===== src/rtl/game2048_pkg.sv =====
// Shared types and helpers for the 2048 game front end.
// Direction encoding doubles as the bit index of the one-hot move vector.
package game2048_pkg;

  typedef enum logic [1:0] {
    DIR_UP,
    DIR_DOWN,
    DIR_LEFT,
    DIR_RIGHT
  } move_dir_t;

  typedef enum logic [1:0] {
    IDLE,
    WAIT_READY,
    PULSE,
    WAIT_RELEASE
  } input_state_t;

  localparam int unsigned DEFAULT_DEBOUNCE_CYCLES = 500000;

  // Fixed priority up > down > left > right; lower-priority events are dropped.
  function automatic move_dir_t pick_dir(input logic [3:0] evt);
    if (evt[0])      return DIR_UP;
    else if (evt[1]) return DIR_DOWN;
    else if (evt[2]) return DIR_LEFT;
    else             return DIR_RIGHT;
  endfunction

  function automatic logic [3:0] dir_onehot(input move_dir_t dir);
    return 4'b0001 << dir;
  endfunction

endpackage


===== src/rtl/move_input_ctrl_if.sv =====
// Button/move bundle between the board, the input controller and the game FSM.
// master drives buttons and game_busy; slave is the controller.
interface move_input_ctrl_if;
  logic btn_up_n;
  logic btn_down_n;
  logic btn_left_n;
  logic btn_right_n;
  logic game_busy;
  logic move_up;
  logic move_down;
  logic move_left;
  logic move_right;
  logic move_pending;

  modport master (
    output btn_up_n, btn_down_n, btn_left_n, btn_right_n, game_busy,
    input  move_up, move_down, move_left, move_right, move_pending
  );

  modport slave (
    input  btn_up_n, btn_down_n, btn_left_n, btn_right_n, game_busy,
    output move_up, move_down, move_left, move_right, move_pending
  );
endinterface


===== src/rtl/btn_debouncer.sv =====
// Synchronises one active-low pushbutton and debounces it into a clean
// pressed level plus a one-cycle press strobe.
module btn_debouncer
  import game2048_pkg::*;
#(
  parameter int unsigned DEBOUNCE_CYCLES = DEFAULT_DEBOUNCE_CYCLES,
  parameter int unsigned CNT_W           = 20
) (
  input  logic clk,
  input  logic reset,
  input  logic btn_n,
  output logic stable,
  output logic press_evt
);

  logic             sync1;
  logic             sync2;
  logic             stable_d;
  logic             armed;
  logic [CNT_W-1:0] cnt;
  logic             pressed_sync;

  assign pressed_sync = ~sync2;

  // NOTE: sequential state uses non-blocking assignments so every flop samples
  // pre-edge values, which is what makes sync1 -> sync2 a real two-stage chain.
  always_ff @(posedge clk or posedge reset) begin
    if (reset) begin
      sync1    <= 1'b0;
      sync2    <= 1'b0;
      stable   <= 1'b0;
      stable_d <= 1'b0;
      armed    <= 1'b0;
      cnt      <= '0;
    end else begin
      sync1    <= btn_n;
      sync2    <= sync1;
      stable_d <= stable;
      if (pressed_sync == stable) begin
        cnt <= '0;
        // A genuine released sample is needed before the first press may count.
        if (!stable) armed <= 1'b1;
      end else if (cnt == CNT_W'(DEBOUNCE_CYCLES)) begin
        stable <= pressed_sync;
        cnt    <= '0;
      end else begin
        cnt <= cnt + CNT_W'(1);
      end
    end
  end

  // Without the armed gate a key still held through reset would look like a
  // fresh press once the zeroed synchroniser settles.
  assign press_evt = stable & ~stable_d & armed;

endmodule


===== src/rtl/move_input_ctrl.sv =====
// Turns four debounced pushbuttons into single one-hot move pulses for the
// 2048 game, waiting out game_busy and requiring a full release to rearm.
module move_input_ctrl
  import game2048_pkg::*;
#(
  parameter int unsigned DEBOUNCE_CYCLES = DEFAULT_DEBOUNCE_CYCLES,
  parameter int unsigned CNT_W           = 20
) (
  input logic               clk,
  input logic               reset,
  move_input_ctrl_if.slave  bus
);

  logic [3:0]   btn_n;
  logic [3:0]   stable;
  logic [3:0]   press_evt;
  input_state_t state_q;
  input_state_t state_d;
  move_dir_t    dir_q;
  move_dir_t    dir_d;
  logic [3:0]   move_q;
  logic [3:0]   move_d;
  logic         pending_q;
  logic         pending_d;

  assign btn_n = {bus.btn_right_n, bus.btn_left_n, bus.btn_down_n, bus.btn_up_n};

  for (genvar i = 0; i < 4; i++) begin : g_btn
    btn_debouncer #(
      .DEBOUNCE_CYCLES(DEBOUNCE_CYCLES),
      .CNT_W          (CNT_W)
    ) u_deb (
      .clk      (clk),
      .reset    (reset),
      .btn_n    (btn_n[i]),
      .stable   (stable[i]),
      .press_evt(press_evt[i])
    );
  end

  // State, captured direction and registered outputs.
  always_ff @(posedge clk or posedge reset) begin
    if (reset) begin
      state_q   <= IDLE;
      dir_q     <= DIR_UP;
      move_q    <= '0;
      pending_q <= 1'b0;
    end else begin
      state_q   <= state_d;
      dir_q     <= dir_d;
      move_q    <= move_d;
      pending_q <= pending_d;
    end
  end

  // NOTE: every combinational output gets a default before the case so no
  // path leaves it unassigned, which would infer a latch.
  always_comb begin
    state_d = state_q;
    dir_d   = dir_q;
    case (state_q)
      IDLE: begin
        if (|press_evt) begin
          dir_d   = pick_dir(press_evt);
          state_d = bus.game_busy ? WAIT_READY : PULSE;
        end
      end
      WAIT_READY:   if (!bus.game_busy) state_d = PULSE;
      PULSE:        state_d = WAIT_RELEASE;
      WAIT_RELEASE: if (stable == 4'b0000) state_d = IDLE;
      default:      state_d = IDLE;
    endcase
  end

  // Outputs are decoded from the next state so they line up with state_q.
  always_comb begin
    move_d    = '0;
    pending_d = (state_d == WAIT_READY);
    if (state_d == PULSE) move_d = dir_onehot(dir_d);
  end

  assign bus.move_up      = move_q[0];
  assign bus.move_down    = move_q[1];
  assign bus.move_left    = move_q[2];
  assign bus.move_right   = move_q[3];
  assign bus.move_pending = pending_q;

endmodule


===== src/flat_wrapper.sv =====
// flat-port wrapper written by rule: the top's interface ports become plain ports
module move_input_ctrl_flat import game2048_pkg::*;
#(
  parameter int unsigned DEBOUNCE_CYCLES = DEFAULT_DEBOUNCE_CYCLES,
  parameter int unsigned CNT_W           = 20
)
  (clk, reset, bus_btn_up_n, bus_btn_down_n, bus_btn_left_n, bus_btn_right_n, bus_game_busy, bus_move_up, bus_move_down, bus_move_left, bus_move_right, bus_move_pending);
  move_input_ctrl_if bus_i ();
  input logic clk;
  input logic reset;
  input wire logic [$bits(bus_i.btn_up_n)-1:0] bus_btn_up_n;
  input wire logic [$bits(bus_i.btn_down_n)-1:0] bus_btn_down_n;
  input wire logic [$bits(bus_i.btn_left_n)-1:0] bus_btn_left_n;
  input wire logic [$bits(bus_i.btn_right_n)-1:0] bus_btn_right_n;
  input wire logic [$bits(bus_i.game_busy)-1:0] bus_game_busy;
  output wire logic [$bits(bus_i.move_up)-1:0] bus_move_up;
  output wire logic [$bits(bus_i.move_down)-1:0] bus_move_down;
  output wire logic [$bits(bus_i.move_left)-1:0] bus_move_left;
  output wire logic [$bits(bus_i.move_right)-1:0] bus_move_right;
  output wire logic [$bits(bus_i.move_pending)-1:0] bus_move_pending;
  assign bus_i.btn_up_n = bus_btn_up_n;
  assign bus_i.btn_down_n = bus_btn_down_n;
  assign bus_i.btn_left_n = bus_btn_left_n;
  assign bus_i.btn_right_n = bus_btn_right_n;
  assign bus_i.game_busy = bus_game_busy;
  assign bus_move_up = bus_i.move_up;
  assign bus_move_down = bus_i.move_down;
  assign bus_move_left = bus_i.move_left;
  assign bus_move_right = bus_i.move_right;
  assign bus_move_pending = bus_i.move_pending;
  move_input_ctrl #(.DEBOUNCE_CYCLES(DEBOUNCE_CYCLES), .CNT_W(CNT_W)) u_core (.clk(clk), .reset(reset), .bus(bus_i));
endmodule

===== config.mk =====
export PLATFORM = sky130hd
export DESIGN_NAME = move_input_ctrl_flat
export DESIGN_NICKNAME = d
export VERILOG_FILES = /design/src/rtl/game2048_pkg.sv /design/src/rtl/move_input_ctrl_if.sv /design/src/rtl/btn_debouncer.sv /design/src/rtl/move_input_ctrl.sv /design/src/flat_wrapper.sv
export SDC_FILE = /design/constraint.sdc
export NUM_CORES = 1
export LEC_CHECK = 0
export BUFFER_PORTS_ARGS = -buffer_cell sky130_fd_sc_hd__buf_2
export CAP_MARGIN = 40
export CORE_MARGIN = 2
export CORE_UTILIZATION = 62
export DETAILED_ROUTE_END_ITERATION = 7
export PLACE_DENSITY = 0.79
export SLEW_MARGIN = 10
export SYNTH_ARGS = -nofsm -noshare
export SYNTH_HDL_FRONTEND = slang
export SYNTH_SLANG_ARGS = --single-unit

===== constraint.sdc =====
create_clock -name clk -period 4 [get_ports clk]
set_clock_uncertainty 0.05 [all_clocks]
set_input_delay 0.2 -clock clk [delete_from_list [all_inputs] [get_ports clk]]
set_output_delay 0.2 -clock clk [all_outputs]
set_load 0.01 [all_outputs]

======== Yosys cells after proc, flatten, opt, wreduce, memory -nomap -nowiden ========
Index checks and enable logic that the tools add are counted.
cells by class
  $add $sub $neg .......................... 4
  equality and inequality tests ........... 13
  shift-type cells ........................ 1
  mux-type cells .......................... 19
  bitwise logic cells ..................... 24
  reduce and logical (&&, ||, !) cells .... 11
operators with widths
  cell                                                   count
  two-way mux 20 bit                                     8
  adder 20 x 1 -> 20 bit, second input constant          4
  equality test 20 x 19 -> 1 bit, second input constant  4
  two-way mux 2 bit                                      8
  inverter 1 bit                                         16
  AND reduction 2 bit                                    8
  AND 1 bit                                              8
  one-hot mux 2 bit (4 select lines)                     1
  equality test 2 bit, second input constant             3
  equality test 1 bit                                    4
  equality test 2 x 1 -> 1 bit, second input constant    2
  zero test 4 bit                                        1
  two-way mux 4 bit                                      1
  OR reduction 4 bit                                     1
  left shift 1 x 2 -> 4 bit, first input constant        1
  zero test 2 bit                                        1
  two-way mux 1 bit                                      1
storage, ports and cells
  bits in registers ....................... 109
  input port bits ......................... 7
  word-level logic and storage cells ...... 100

======== Longest topological paths before layout ========
  word-level depth ........................ 10
  mapped depth ............................ 8
  gate-level depth less buffers ........... 7

======== By module ========
From an unflattened synthesis, not the netlist that was laid out.
second synthesis, totals
  cells, all modules ...................... 527
  area total of the unflattened synthesis .. 5210.0 um^2
by module, submodules not included
  module           times used  cells an instance  area an instance (um^2)
  btn_debouncer    4           123                1209.9
  move_input_ctrl  1           35                 370.4

======== Worst setup path before layout ========
Ideal clock, no wire load.
  kind .................................... register -> register
  start point ............................. register u_core.g_btn[0].u_deb.cnt[0]
  end point ............................... register u_core.g_btn[0].u_deb.cnt[4]
  library setup time ...................... 0.119 ns
  arrival ................................. 1.757 ns
  data required time ...................... 3.831 ns
  path slack .............................. 2.074 ns
  cell stages (with the launch flop) ...... 9
  cells stage by stage .................... dfrtp_1 > inv_1 > ha_1 > or4b_1 > nor4b_1 > and4_1 > or2b_2 > buf_6 > nor2_1
on the way
  longest elaborated chain between the ends .. 3
  elaborated cells between the ends (all ways) .. 4
  classes of those cells .................. add/sub (1); eq/ne (1); mux (2)
RTL lines
  item                                                                      RTL line                                  source
  start, declared                                                           btn_debouncer.sv:20                       logic [CNT_W-1:0] cnt;
  start signal, assigned                                                    btn_debouncer.sv:47                       cnt <= cnt + CNT_W'(1);
  adder 20 x 1 -> 20 bit or equality test 20 x 19 -> 1 bit (tied branches)  btn_debouncer.sv:47, btn_debouncer.sv:43
  two-way mux 20 bit *                                                      btn_debouncer.sv:43                       end else if (cnt == CNT_W'(DEBOUNCE_CYCLES)) begin
  two-way mux 20 bit *                                                      btn_debouncer.sv:39                       if (pressed_sync == stable) begin
Mark *: on every way between the ends. The rest lies on a longest branch, timed or not.
A chain may end at the register's enable or synchronous reset.

======== Worst setup path after layout ========
  start point ............................. register u_core.g_btn[0].u_deb.cnt[0]
  end point ............................... register u_core.g_btn[0].u_deb.cnt[17]
The elaborated chain is that of the path after synthesis.

==> metrics list <==
* Initial DRC count: 164
* Most common cell in the synthesized netlist: sky130_fd_sc_hd__dfrtp_1
- In the routed design, unresolved DRC markers number 0.
- Starting Density: 64.3%
* Maxcap violations: 0
- Wire length per cell: 13.6 um
* Initial antenna violation count: 0
- Based on the critical path, the design can be clocked at up to 446 MHz.
- Sequential element share of the synthesized area: 54.6%
* Arr. time, crit path: 2.43 ns
* Average cell area after synthesis: 10.2 um^2
- For the worst-skew pair, the clock arrives at the later sink with an insertion delay of 0.37 ns.
- Multiplexer area fraction after synthesis: 0.426%
* Number of instances in the synthesized netlist: 489
- Number of primary I/O pins: 12
- Detailed-route via count: 3,453
- Setup Total Neg Slack: 0 ns
* Tightest Pin Transition: 0.783 ns
* Yosys top cell area share: 54.6%
* Async SR Flop Fraction: 100%
* Post-placement setup slack: 1.76 ns
- The clock net in this run drives a total of 109 sinks.
- Yosys printed 0 warnings.
- Die Footprint: 8790 um^2
* Global-route wire length before repair: 15,200 um
* Largest incremental delay on the critical path: 0.44 ns
- Simple-gate share of the synthesized area: 25.2%
- Fill cells in the final layout number 595.
* Critical Path Sink Type: register
- 0 antenna diodes ended up in the layout.
- The finished cells cover 5430 um^2.
- Net count reported at finish: 531
* Slowest cell on the critical path: sky130_fd_sc_hd__dfrtp_1
- Summed over all cells, the static leakage comes to 2.38 nW.
* Critical path fanouts, max: 20
- The synthesized design contains 0 enable-type register cells.
- Clock-pin slew was measured on the worst setup and hold paths at 0.11 ns.
- Entering global routing, the biggest net connects 67 pins.
- Count of endpoints failing hold in the final timing report: 0
- CTS Buf Count: 9
- Launching element type of the critical path: register
- The most critical setup path has its startpoint at u_core.g_btn[0].u_deb.cnt[0].
* Fin worst setup slack: 1.76 ns
- Detailed placer's ending HPWL: 5730 um
* Root Buffer Master: sky130_fd_sc_hd__clkbuf_8
- In this run the deepest clock path goes through 2 buffers.
* Vias in the first global route: 3,426
- Cells with a size suffix above 1 make up 7.93% of the layout.
* Flip-flop and latch count after synthesis: 109
- The total area inside the core boundary comes to 7770 um^2.
- The die is 93.8 um wide.
- Count of unique library cells instantiated by Yosys: 42
- Dominant combinational cell family by area after synthesis: simple AND/OR/NAND/NOR gates
- Post-CTS setup repair buffer count: 0
- After Yosys synthesis, full adders, half adders and majority gates account for 3.00% of the synthesized area.
- The total overflow left after global routing is 0.
- Class of the most critical setup path: reg -> reg
- Relative max-transition margin: 47.3%
- Synthesized-area fraction occupied by xor and xnor cells: 12.4%
* Beginning of the worst hold path: bus_game_busy
- The final critical path takes up 56.1% of the cycle.
* Die height: 93.8 um
* RSZ-0062 raised after global routing: false
* RD Place Congestion: 0.783
- Synthesized-area fraction occupied by ao, oa, aoi and oai cells: 1.98%
* Post-route ant nets: 0
- By area the synthesized netlist is led by sky130_fd_sc_hd__dfrtp_1 (55%), sky130_fd_sc_hd__nor2_1 (7.6%), sky130_fd_sc_hd__xor2_1 (7.4%), sky130_fd_sc_hd__xnor2_1 (5.1%), sky130_fd_sc_hd__nand3_1 (3.6%).
- Most instantiated cells after synthesis: sky130_fd_sc_hd__dfrtp_1 (109), sky130_fd_sc_hd__nor2_1 (101), sky130_fd_sc_hd__xor2_1 (42)
- Status: complete, no violations
- At the worst endpoint, the required time is 4.19 ns.
- In this run the tool buffered the top-level ports with 11 buffer cells.
- Of all cell types, the one taking the most synthesized area is sky130_fd_sc_hd__dfrtp_1.
* Post-DP Area: 5180 um^2
- Total wire length: 8430 um
- Count of final max-slew check failures: 0
- In the routed layout, each cell is associated on average with a via count of 5.58.
* Worst Hold Class: in -> reg
* Maximum VDD drop: 282 uV
* Netlist area before placement: 5000 um^2
- Cell-by-cell listing of the critical path: inv_1 -> ha_1 -> or4b_1 -> nor4b_1 -> and4_1 -> or2b_2 -> nor2_1
- Global routing used 21.8% of the available tracks.
- Reg2Reg Launch Point: u_core.g_btn[0].u_deb.cnt[0]
* Synth-to-Final Area Change: 8.74%
* Leading register cell type out of synthesis: sky130_fd_sc_hd__dfrtp_1
- CTS tree: done
- Endpoints failing setup: 0
- Power density of the placed cells: 347 nW/um^2
* Synthesized net count: 508
- First-pass iteration count of the detailed router: 5
* Final period demand of the worst path: 2.24 ns
* PostCTS Resize Cnt: 0
- After floorplanning, the core was divided into 32 placement rows.
- Number of levels in the clock H-tree: 3
layer usage:
metal	wire (um)	up-vias	track usage, %
met5	0	-	0
met4	69	0	5.43
met3	265	6	5.30
met2	4130	47	36.1
met1	3970	1707	29.3
li1	-	1693	-
worst max-delay path: cells and delay by family, from the launching register on:
family        cells  cell delay (ns)
flops             1             0.44
fa+ha+maj         1             0.13
buf+inv           1             0.07
simple gates      5             1.43
where the power goes:
group          internal (mW)  leakage, nW  total [mW]  switching [mW]
Combinational         0.0264        0.800      0.0754          0.0490
Clock                  0.299        0.103       0.680           0.381
Sequential              1.11         1.47        1.13          0.0161
metrics by stage:
| stage | total power [mW] | instances | util (%) | hold slack (ns) |
|---|---|---|---|---|
| final | 1.89 | 619 | 70.0 | 0.0419 |
| after global routing | 1.98 | 619 | 70.0 | 0.0302 |
| after CTS | 1.91 | 619 | 70.0 | 0.0254 |
| after detailed placement | 1.23 | 598 | 66.7 | 0.104 |
| after global placement | 1.22 | 597 | 66.3 | 0.257 |
| after floorplan | 1.20 | 489 | - | 0.181 |
worst paths after layout:
path / end / slack, ns / cells after the start
worst max register to register: u_core.g_btn[0].u_deb.cnt[17] / 1.76 / 7
worst min-delay path: u_core.state_q[1] / 0.04 / 2
worst max-delay path: u_core.g_btn[0].u_deb.cnt[17] / 1.76 / 7
min in group asynchronous: u_core.g_btn[2].u_deb.cnt[8] / 0.25 / 3
max in group asynchronous: u_core.g_btn[1].u_deb.cnt[7] / 2.67 / 5
worst min register to register: u_core.g_btn[2].u_deb.sync2 / 0.31 / 0
sequential cells by signal, indices dropped and copies added (netlist names):
signal and cells:
u_core.g_btn.u_deb.armed 4, u_core.bus.move_pending 1, u_core.g_btn.u_deb.cnt 80, u_core.g_btn.u_deb.sync1 4, u_core.move_q 4, u_core.g_btn.u_deb.sync2 4
u_core.g_btn.u_deb.stable_d 4, u_core.dir_q 2, u_core.g_btn.u_deb.stable 4, u_core.state_q 2
layout make-up:
type                            instances  area (um^2)  area share [%]
Clock buffer                            9          124            2.28
Clock inverter                          7         82.6            1.52
Inverter                               19         73.8            1.36
Multi-Input combinational cell        354         2150            39.6
Sequential cell                       109         2730            50.2
Tap cell                              102          128            2.35
Timing Repair Buffer                   19          148            2.72
cell usage in the layout (no fill, tap or decap), types with 2 or more instances in the layout:
cell type                         n
sky130_fd_sc_hd__a21oi_1          4
sky130_fd_sc_hd__and2_1           5
sky130_fd_sc_hd__and3_1          12
sky130_fd_sc_hd__and4_1           5
sky130_fd_sc_hd__buf_2           11
sky130_fd_sc_hd__buf_4            2
sky130_fd_sc_hd__clkbuf_8         9
sky130_fd_sc_hd__clkinv_4         2
sky130_fd_sc_hd__dfrtp_1        109
sky130_fd_sc_hd__dlygate4sd3_1    5
sky130_fd_sc_hd__ha_1            12
sky130_fd_sc_hd__inv_1           18
sky130_fd_sc_hd__inv_8            2
sky130_fd_sc_hd__nand2_1         30
sky130_fd_sc_hd__nand2b_1         2
sky130_fd_sc_hd__nand3_1         36
sky130_fd_sc_hd__nand3b_1         2
sky130_fd_sc_hd__nand4_1         17
sky130_fd_sc_hd__nand4b_1         2
sky130_fd_sc_hd__nor2_1         101
sky130_fd_sc_hd__nor2b_1          2
sky130_fd_sc_hd__nor3_1           8
sky130_fd_sc_hd__nor3b_1          2
sky130_fd_sc_hd__nor4_1           6
sky130_fd_sc_hd__nor4b_1          9
sky130_fd_sc_hd__o21ai_0          6
sky130_fd_sc_hd__or2_2            5
sky130_fd_sc_hd__or4b_1           2
sky130_fd_sc_hd__xnor2_1         29
sky130_fd_sc_hd__xor2_1          42
what timing repair did:
| action | in CTS | in global routing |
|---|---|---|
| endpoints found under the hold margin | 20 | 0 |
| hold buffers | 5 | 0 |
| setup endpoints to repair | 0 | 0 |
cells by family after synthesis:
kind of cell,after synthesis
and+or+nand+nor,252
DFF,109
xor gates and xnor gates,71
buffers and inverters,26
AOI/OAI and AO/OA,17
adders and majority gates,12
muxes,2
No activity file was read; power rests on OpenSTA's default activity.
